--- config.mk ---
export PLATFORM = sky130hd
export DESIGN_NAME = pattern_sequencer
export DESIGN_NICKNAME = d
export VERILOG_FILES = /design/src/rtl/pattern_sequencer.sv
export SDC_FILE = /design/constraint.sdc
export NUM_CORES = 1
export LEC_CHECK = 0
export ABC_CLOCK_PERIOD_IN_PS = 2100
export CAP_MARGIN = 40
export CORE_ASPECT_RATIO = 1.2
export CORE_UTILIZATION = 40
export CTS_CLUSTER_DIAMETER = 50
export DETAILED_ROUTE_END_ITERATION = 6
export HOLD_SLACK_MARGIN = 0.15
export SETUP_SLACK_MARGIN = 0.2
export SLEW_MARGIN = 10
export SYNTH_ARGS = -nofsm -noshare
export SYNTH_HDL_FRONTEND = slang
export SYNTH_SLANG_ARGS = --single-unit
--- constraint.sdc ---
create_clock -name clk -period 2.1 [get_ports clk]
set_input_delay 0.42 -clock clk [delete_from_list [all_inputs] [get_ports clk]]
set_output_delay 0.42 -clock clk [all_outputs]
set_load 0.05 [all_outputs]
--- src/rtl/pattern_sequencer.sv ---
// Plays a short table of (output, frequency) pattern pairs into a one-shot serial
// output block: one start pulse per entry, advancing on each done tick from that block.
module pattern_sequencer #(
    parameter  int DATA_BIT = 32,
    parameter  int DEPTH    = 4,
    localparam int ADDR_BIT = (DEPTH > 1) ? $clog2(DEPTH) : 1
) (
    input  logic                clk,
    input  logic                rst_n,
    input  logic                i_wr_en,
    input  logic [ADDR_BIT-1:0] i_wr_addr,
    input  logic [DATA_BIT-1:0] i_wr_output,
    input  logic [DATA_BIT-1:0] i_wr_freq,
    input  logic [ADDR_BIT:0]   i_seq_len,
    input  logic                i_run,
    input  logic                i_abort,
    input  logic                i_loop,
    input  logic                i_done_tick,
    output logic                o_start,
    output logic                o_stop,
    output logic [DATA_BIT-1:0] o_output_pattern,
    output logic [DATA_BIT-1:0] o_freq_pattern,
    output logic [ADDR_BIT-1:0] o_entry_idx,
    output logic                o_busy,
    output logic                o_seq_done
);

    typedef enum logic [1:0] {
        S_IDLE  = 2'd0,
        S_START = 2'd1,
        S_WAIT  = 2'd2,
        S_DONE  = 2'd3
    } state_t;

    state_t              state_reg;
    logic [ADDR_BIT-1:0] idx_reg;
    logic [ADDR_BIT:0]   len_reg;

    logic [DATA_BIT-1:0] out_tbl  [DEPTH];
    logic [DATA_BIT-1:0] freq_tbl [DEPTH];
    logic [DEPTH-1:0]    wr_hit;

    logic                len_ok;
    logic                is_last;
    logic [ADDR_BIT-1:0] idx_inc;

    // Per-entry write decode; addresses at or beyond DEPTH never hit.
    genvar gi;
    generate
        for (gi = 0; gi < DEPTH; gi++) begin : g_wr_dec
            assign wr_hit[gi] = i_wr_en && (i_wr_addr == ADDR_BIT'(gi));
        end
    endgenerate

    // The table is cleared by reset, so it lives in registers rather than RAM.
    always_ff @(posedge clk or negedge rst_n) begin
        if (!rst_n) begin
            for (int i = 0; i < DEPTH; i++) begin
                out_tbl[i]  <= '0;
                freq_tbl[i] <= '0;
            end
        end else begin
            for (int i = 0; i < DEPTH; i++) begin
                if (wr_hit[i]) begin
                    out_tbl[i]  <= i_wr_output;
                    freq_tbl[i] <= i_wr_freq;
                end
            end
        end
    end

    assign len_ok  = (i_seq_len != '0) && (i_seq_len <= (ADDR_BIT+1)'(DEPTH));
    assign is_last = (({1'b0, idx_reg} + (ADDR_BIT+1)'(1)) == len_reg);
    assign idx_inc = idx_reg + ADDR_BIT'(1);

    assign o_entry_idx = idx_reg;
    assign o_busy      = (state_reg != S_IDLE);

    // Table reads here see pre-edge contents, so a coincident write lands on the next pass.
    always_ff @(posedge clk or negedge rst_n) begin
        if (!rst_n) begin
            state_reg        <= S_IDLE;
            idx_reg          <= '0;
            len_reg          <= '0;
            o_start          <= 1'b0;
            o_stop           <= 1'b0;
            o_seq_done       <= 1'b0;
            o_output_pattern <= '0;
            o_freq_pattern   <= '0;
        end else begin
            o_start    <= 1'b0;
            o_stop     <= 1'b0;
            o_seq_done <= 1'b0;
            case (state_reg)
                S_IDLE: begin
                    if (i_run && len_ok) begin
                        len_reg          <= i_seq_len;
                        idx_reg          <= '0;
                        o_output_pattern <= out_tbl[0];
                        o_freq_pattern   <= freq_tbl[0];
                        state_reg        <= S_START;
                    end
                end
                S_START: begin
                    if (i_abort) begin
                        o_stop    <= 1'b1;
                        state_reg <= S_IDLE;
                    end else begin
                        o_start   <= 1'b1;
                        state_reg <= S_WAIT;
                    end
                end
                S_WAIT: begin
                    if (i_abort) begin
                        o_stop    <= 1'b1;
                        state_reg <= S_IDLE;
                    end else if (i_done_tick) begin
                        if (!is_last) begin
                            idx_reg          <= idx_inc;
                            o_output_pattern <= out_tbl[idx_inc];
                            o_freq_pattern   <= freq_tbl[idx_inc];
                            state_reg        <= S_START;
                        end else if (i_loop) begin
                            idx_reg          <= '0;
                            o_output_pattern <= out_tbl[0];
                            o_freq_pattern   <= freq_tbl[0];
                            state_reg        <= S_START;
                        end else begin
                            o_seq_done <= 1'b1;
                            state_reg  <= S_DONE;
                        end
                    end
                end
                S_DONE: begin
                    state_reg <= S_IDLE;
                end
                default: begin
                    state_reg <= S_IDLE;
                end
            endcase
        end
    end

endmodule

==> impl_metrics.csv, run 1 <==
group,metric,value,unit
critical_path,start_kind,"flop",
critical_path,end_kind,"flop",
global_route,grt_pass1_wl,53.99,mm
critical_path,required,2.50,ns
drt,routed_wl,32.69,mm
yosys,ys_warn_count,0,
timing,slew_headroom,59.85,%
cts,clockRootBuffer,"clkbuf_16",
power_and_ir_drop,p_leak,7.866,nW
final_layout,post-route-util,51.65,%
yosys,synth.avg_cell_area,13.07,um2
yosys,synthTopCellsByCount,"dfrtp_1, mux2_2, mux2i_1",
critical_path,path_max_fanout,24,
final_layout,area_growth,26.28,%
timing,setup_viol,66,
yosys,syn_area,14430,um2
cts,htree_levels,2,
timing,fin_skew,0.008416,ns
yosys,async_reset_ff_share,100.0,%
global_route,use_met3,3.211,%
yosys,syn_inst,1104,
yosys,yosysSeqAreaShare,57.23,%
global_route,use_met1,24.85,%
final_layout,reg.largest.list,"freq_tbl: 128 flops, out_tbl: 128 flops",
power_and_ir_drop,power_density,1418,nW/um2
die,dieWidth,175.4,um
yosys,ys_seq_elements,330,
timing,min_period,2.171,ns
die,start_util,40.90,%
cts,cts_buffer_depth,3,
yosys,synthesis.nets,1185,
drt,drc,0,
timing,finalWorstSetupSlack,-0.07118,ns
timing,drv_slew,0,
global_route,antenna_found_initial,2,
timing,post-route-period-util,103.4,%
yosys,synth_area_leader_cell,"dfrtp_1",
placed_design,gp_congestion,0.7335,
final_layout,design_area,18220,um2
final_layout,drive_gt1_share,30.76,%
critical_path,criticalPathCategory,"flop to flop",
cts,clock_sinks,330,
global_route,grt_busiest_layer,"met2",
final_layout,final_nets,1351,
critical_path,rrSetupSlack,-0.07,ns
die,rows,75,
cts,clock_latency,0.52,ns
timing,worstMarginPinSlew,0.6046,ns
die,die-area,36840,um2
global_route,grt_util_met2,30.68,%
drt,via_per_inst,5.246,
die,die_h,210.1,um
timing,hold_violations,0,
yosys,ys_top_cells_by_area,"dfrtp_1, mux2_2, mux2i_1",
timing,max_freq,460.6,MHz
drt,wl_per_cell,18.61,um
power_and_ir_drop,ir_worst_vdd,0.8296,mV
yosys,synth_edf_count,0,
status,violations,"setup timing",
placed_design,io_buffers,145,
drt,initialDrtViolationCount,435,
min_path,hold_class,"input port to async pin",
drt,route.vias.total,9218,
flow_run,max-cap-violations,0,
die,io_pins,146,
placed_design,dpl_cell_area,17020,um2
yosys,post_synth_num_cell_types,34,
yosys,synth_top_cell_area_share,57.23,%
die,core-area,35280,um2
cts,tritoncts,"yes",
drt,firstDrtPassIters,6,
global_route,overflow,0,
drt,antenna_left,0,
timing,rsz0062_at_grt,"true",
timing,fin_setup_tns,-2.641,ns
global_route,grt_max_degree,98,
status,outcome,"finished with violations",
cts,numCtsBuffers,36,
critical_path,cp.arrival,2.57,ns
global_route,gr-usage-all-layers,18.56,%
global_route,first_global_vias,9837,
placed_design,dp_hpwl,20.73,mm
yosys,ys.flop_type,"dfrtp_1",
cts,clk_pin_slew_worst_paths,0.06,ns
yosys,synth.most_common_cell,"dfrtp_1",
-- repair_timing --
| action | 4_1_cts | 5_1_grt |
|---|---|---|
| cloned | 0 | 0 |
| hold buffers | 1 | 0 |
| pin swaps | 1 | 0 |
| endpoints found under the setup margin | 136 | 80 |
| setup buffers | 0 | 0 |
| gates resized for setup | 80 | 18 |
| endpoints found under the hold margin | 330 | 0 |
-- through the flow --
stage / setup slack [ns] / std cells / power (mW) / hold slack (ns)
CTS: -0.07724 / 1756 / 26.14 / 0.2938
global route: -0.1209 / 1757 / 27.29 / 0.3103
finish: -0.07118 / 1757 / 25.84 / 0.3025
floorplan: -0.3310 / 1104 / 16.35 / 0.1244
global placement: -0.09222 / 1693 / 19.72 / 0.2542
detailed placement: -0.1235 / 1693 / 19.89 / 0.2549
-- final timing paths --
path                                                   endpoint  cells past startpoint                        from
max in group asynchronous            o_entry_idx[0]$_DFFE_PN0P_                      3                       rst_n
worst min register to register         freq_tbl[22]$_DFFE_PN0P_                      1    freq_tbl[22]$_DFFE_PN0P_
worst max register to register  o_output_pattern[9]$_DFFE_PN0P_                      6  o_entry_idx[0]$_DFFE_PN0P_
worst min-delay path                    out_tbl[37]$_DFFE_PN0P_                      2                       rst_n
worst max-delay path            o_output_pattern[9]$_DFFE_PN0P_                      6  o_entry_idx[0]$_DFFE_PN0P_
min in group clk                       freq_tbl[22]$_DFFE_PN0P_                      1    freq_tbl[22]$_DFFE_PN0P_
-- final cells by class --
| cell class | instances | area [um2] |
|---|---|---|
| flip-flops and latches | 330 | 8263 |
| clock inverters | 13 | 173.9 |
| diodes | 1 | 2.502 |
| multi-input cells | 625 | 5654 |
| clock buffers | 49 | 1051 |
| fillers | 3131 | 17060 |
| well taps | 462 | 578.1 |
| repair buffers | 208 | 2241 |
| inverters | 69 | 259.0 |
-- power by group --
| part | internal (mW) | switching (mW) | total (mW) | leakage [nW] |
|---|---|---|---|---|
| Sequential | 8.03 | 0.886 | 8.92 | 3.92 |
| Clock | 3.99 | 2.52 | 6.51 | 0.603 |
| Combinational | 4.18 | 6.22 | 10.4 | 3.34 |
| Total | 16.2 | 9.63 | 25.8 | 7.87 |
-- cells by family (layout without fill, tap and decap cells) --
logic type / after synthesis / in the layout / share of synthesized area [%]
other: 0 / 1 / 0
and+or+nand+nor: 83 / 83 / 2.974
AOI/OAI and AO/OA: 146 / 146 / 5.862
adders and majority gates: 5 / 5 / 0.4335
buffers and inverters: 149 / 339 / 4.188
xor gates and xnor gates: 5 / 5 / 0.3035
DFF: 330 / 330 / 57.23
muxes: 386 / 386 / 29.01
-- worst max-delay path: stages (launching register included) --
cell and delay, ns:
dfrtp_4 0.49, ha_4 0.25, xor2_2 0.19, or3_4 0.34
o311a_4 0.40, buf_12 0.20, mux2i_1 0.14
-- layer usage --
metal	share of wire, %	up-vias
met1	46	4724
met2	48	153
met5	0.024	-
li1	-	4289
met3	3.9	50
met4	2.3	2
-- layout by cell type, fill, tap and decap left out, types with 4 or more instances in the layout --
cell type / Yosys / routed
inv_1: 69 / 66
dfrtp_1: 330 / 328
buf_12: 0 / 30
nor3_1: 65 / 65
clkdlybuf4s50_1: 0 / 74
buf_4: 0 / 31
nor2_1: 4 / 4
mux2i_1: 128 / 128
clkbuf_8: 0 / 8
clkbuf_1: 66 / 4
a21oi_1: 64 / 64
clkbuf_16: 0 / 37
clkdlybuf4s15_1: 0 / 11
mux2_2: 256 / 256
clkinv_2: 0 / 6
o22ai_1: 64 / 64
dlygate4sd2_1: 0 / 53
o21ai_0: 8 / 8
bufinv_16: 0 / 4
Note: power is estimated with default switching activity, not from simulation.
==> inputs of run 2 (changes only) <==
REMOVE_ABC_BUFFERS = 1   (was unset)
==> run 2 against run 1 <==
  * Sequential power about the same
  * Clock power decreased by 3.5%
  * Count of clock-buffer cells in the layout increased by 7
  * Power increased by 0.13%
  * Largest power group unchanged
  * Core utilization increased by 0.27 points
  * The flow still finishes with violations (setup timing)
  * Non-clock buffer count increased by 12
  * Worst setup slack improved by 0.021 ns
  * Design area increased by 0.53%
  * First-iteration DRC count decreased by 5.7%
==> impl_metrics.csv, run 2 (same netlist as run 1, synthesis figures left out) <==
group,metric,value,unit
drt,drc,0,
global_route,use_met1,25.59,%
power_and_ir_drop,finalPower,25.87,mW
power_and_ir_drop,p_switching,9.693,mW
cts,clk_pin_slew_worst_paths,0.06,ns
timing,rsz0062_at_grt,"true",
die,rows,75,
critical_path,end_kind,"flop",
placed_design,dp_hpwl,21.37,mm
critical_path,crit_start,"o_entry_idx[0]$_DFFE_PN0P_",
final_layout,final_common_cell,"dfrtp_1",
drt,wl_per_cell,19.13,um
timing,hold_violations,0,
cts,numCtsBuffers,36,
cts,cts_buffer_depth,3,
timing,fin_skew,0.01465,ns
critical_path,worst-path-stages,6,
die,die-area,36840,um2
power_and_ir_drop,swShare,37.47,%
timing,slew_headroom,66.02,%
critical_path,max_stage_delay,0.50,ns
timing,finalWorstSetupSlack,-0.05003,ns
global_route,grt_pass1_wl,54.79,mm
critical_path,criticalPathCategory,"flop to flop",
final_layout,reg.largest.list,"freq_tbl: 128 flops, out_tbl: 128 flops",
final_layout,final_nets,1363,
critical_path,start_kind,"flop",
die,core-area,35280,um2
timing,setup_viol,58,
cts,htree_levels,2,
power_and_ir_drop,power_density,1412,nW/um2
timing,worstMarginPinSlew,0.5117,ns
placed_design,dpl_cell_area,17040,um2
final_layout,design_area,18320,um2
critical_path,path_max_fanout,19,
timing,min_period,2.150,ns
status,outcome,"finished with violations",
power_and_ir_drop,p_leak,7.921,nW
critical_path,reg2reg_to,"o_output_pattern[9]$_DFFE_PN0P_",
global_route,grt_max_degree,53,
timing,fin_setup_tns,-0.8727,ns
drt,via_per_inst,5.260,
die,die_h,210.1,um
placed_design,dp_worst_setup_slack,-0.08512,ns
timing,drv_slew,0,
critical_path,cp_num_buf_inv,1,
die,start_util,40.90,%
drt,route.vias.total,9311,
power_and_ir_drop,ir_worst_vdd,0.8562,mV
power_and_ir_drop,p_seq_share,34.6,%
global_route,overflow,0,
power_and_ir_drop,clock_power_share,24.3,%
cts,tritoncts,"yes",
power_and_ir_drop,internal_power,16.18,mW
global_route,gr-usage-all-layers,18.90,%
drt,firstDrtPassIters,4,
global_route,grt_busiest_layer,"met2",
placed_design,gp_congestion,0.7445,
final_layout,drive_gt1_share,31.68,%
final_layout,area_growth,26.95,%
power_and_ir_drop,combPwrFrac,41.1,%
global_route,first_global_vias,9750,
flow_run,max-cap-violations,0,
global_route,use_met3,3.301,%
die,dieWidth,175.4,um
cts,clock_latency,0.52,ns
critical_path,rrSetupSlack,-0.05,ns
placed_design,io_buffers,145,
timing,post-route-period-util,102.4,%
critical_path,crit_slowest_cell,"dfrtp_4",
critical_path,cp.arrival,2.57,ns
timing,max_freq,465.1,MHz
die,io_pins,146,
drt,antenna_left,0,
critical_path,critPathTopFamily,"flip-flops",
critical_path,endpoint,"o_output_pattern[9]$_DFFE_PN0P_",
critical_path,path_cells,"ha_4, xor2_1, or3_4, o311a_4, buf_12, mux2i_1",
drt,initialDrtViolationCount,410,
cts,clock_sinks,330,
critical_path,timing.rr.start,"o_entry_idx[0]$_DFFE_PN0P_",
global_route,antenna_found_initial,4,
drt,routed_wl,33.87,mm
cts,clockRootBuffer,"clkbuf_16",
critical_path,required,2.52,ns
min_path,hold_class,"input port to async pin",
final_layout,final_cell_mix,"dfrtp_1, mux2_2, mux2i_1, clkdlybuf4s50_1, inv_1",
critical_path,rr_worst_depth,6,
status,violations,"setup timing",
global_route,grt_util_met2,31.50,%
[run 2: changes by cell type in the layout (fill, tap and decap cells not counted), sizes merged]
cell | previous run | this run
clkinvlp | 2 | 0
bufinv | 4 | 2
clkbuf | 52 | 58
clkinv | 6 | 5
inv | 70 | 69
dlygate4sd2 | 53 | 52
clkdlybuf4s15 | 12 | 11
bufbuf | 0 | 2
buf | 65 | 78
[run 2: worst min path at each step]
stage	slack, ns	startpoint	end	depth (start not counted)
finish	0.42	rst_n	out_tbl[24]$_DFFE_PN0P_	2
floorplan	0.12	rst_n	freq_tbl[0]$_DFFE_PN0P_	0
global placement	0.38	rst_n	out_tbl[24]$_DFFE_PN0P_	1
CTS	0.43	rst_n	out_tbl[24]$_DFFE_PN0P_	2
detailed placement	0.38	rst_n	out_tbl[24]$_DFFE_PN0P_	1
global route	0.46	rst_n	out_tbl[24]$_DFFE_PN0P_	2
[run 2: through the flow]
step	utilization, %	hold WS (ns)	cells
after floorplan	-	0.1244	1024
after global placement	48.30	0.3821	1701
after detailed placement	48.30	0.3822	1701
after CTS	51.75	0.4320	1767
after global routing	51.91	0.4574	1769
final	51.92	0.4157	1770
[run 2: power groups by stage]
| stage | Sequential [mW] | Combinational (mW) | Clock (mW) |
|---|---|---|---|
| after floorplan | 11.3 | 4.49 | 0 |
| final | 8.95 | 10.6 | 6.28 |
| after global placement | 9.03 | 10.7 | 0 |
| after CTS | 8.96 | 10.7 | 6.48 |
| after detailed placement | 9.07 | 10.9 | 0 |
| after global routing | 9.15 | 11.4 | 6.69 |
[run 2: what timing repair did]
action,4_1_cts,5_1_grt
resized for setup,85,15
endpoints found under the hold margin,40,0
gates cloned,2,0
hold buffers,1,0
pin swaps,2,2
setup endpoints to repair,134,73
setup buffers,0,2
[run 2: area by class of cell]
type / count / area [um2]
Clock inverter: 7 / 92.59
Tap cell: 462 / 578.1
Fill cell: 3096 / 16970
Sequential cell: 330 / 8262
Timing Repair Buffer: 220 / 2361
Inverter: 69 / 259.0
Clock buffer: 56 / 1087
Antenna cell: 1 / 2.502
Multi-Input combinational cell: 625 / 5677
[run 2: layer usage]
metal | vias to the layer above | share of wire (%) | routed length, um
li1 | 4324 | - | -
met5 | - | 0.089 | 30
met2 | 164 | 48 | 16150
met4 | 6 | 1.6 | 553
met1 | 4775 | 46 | 15720
met3 | 42 | 4.2 | 1406
==> inputs of run 3 (changes only) <==
GPL_ROUTABILITY_DRIVEN = 0   (was unset)
==> results of run 3 <==
No change in the layout: final DEF, timing and power equal those of run 2.
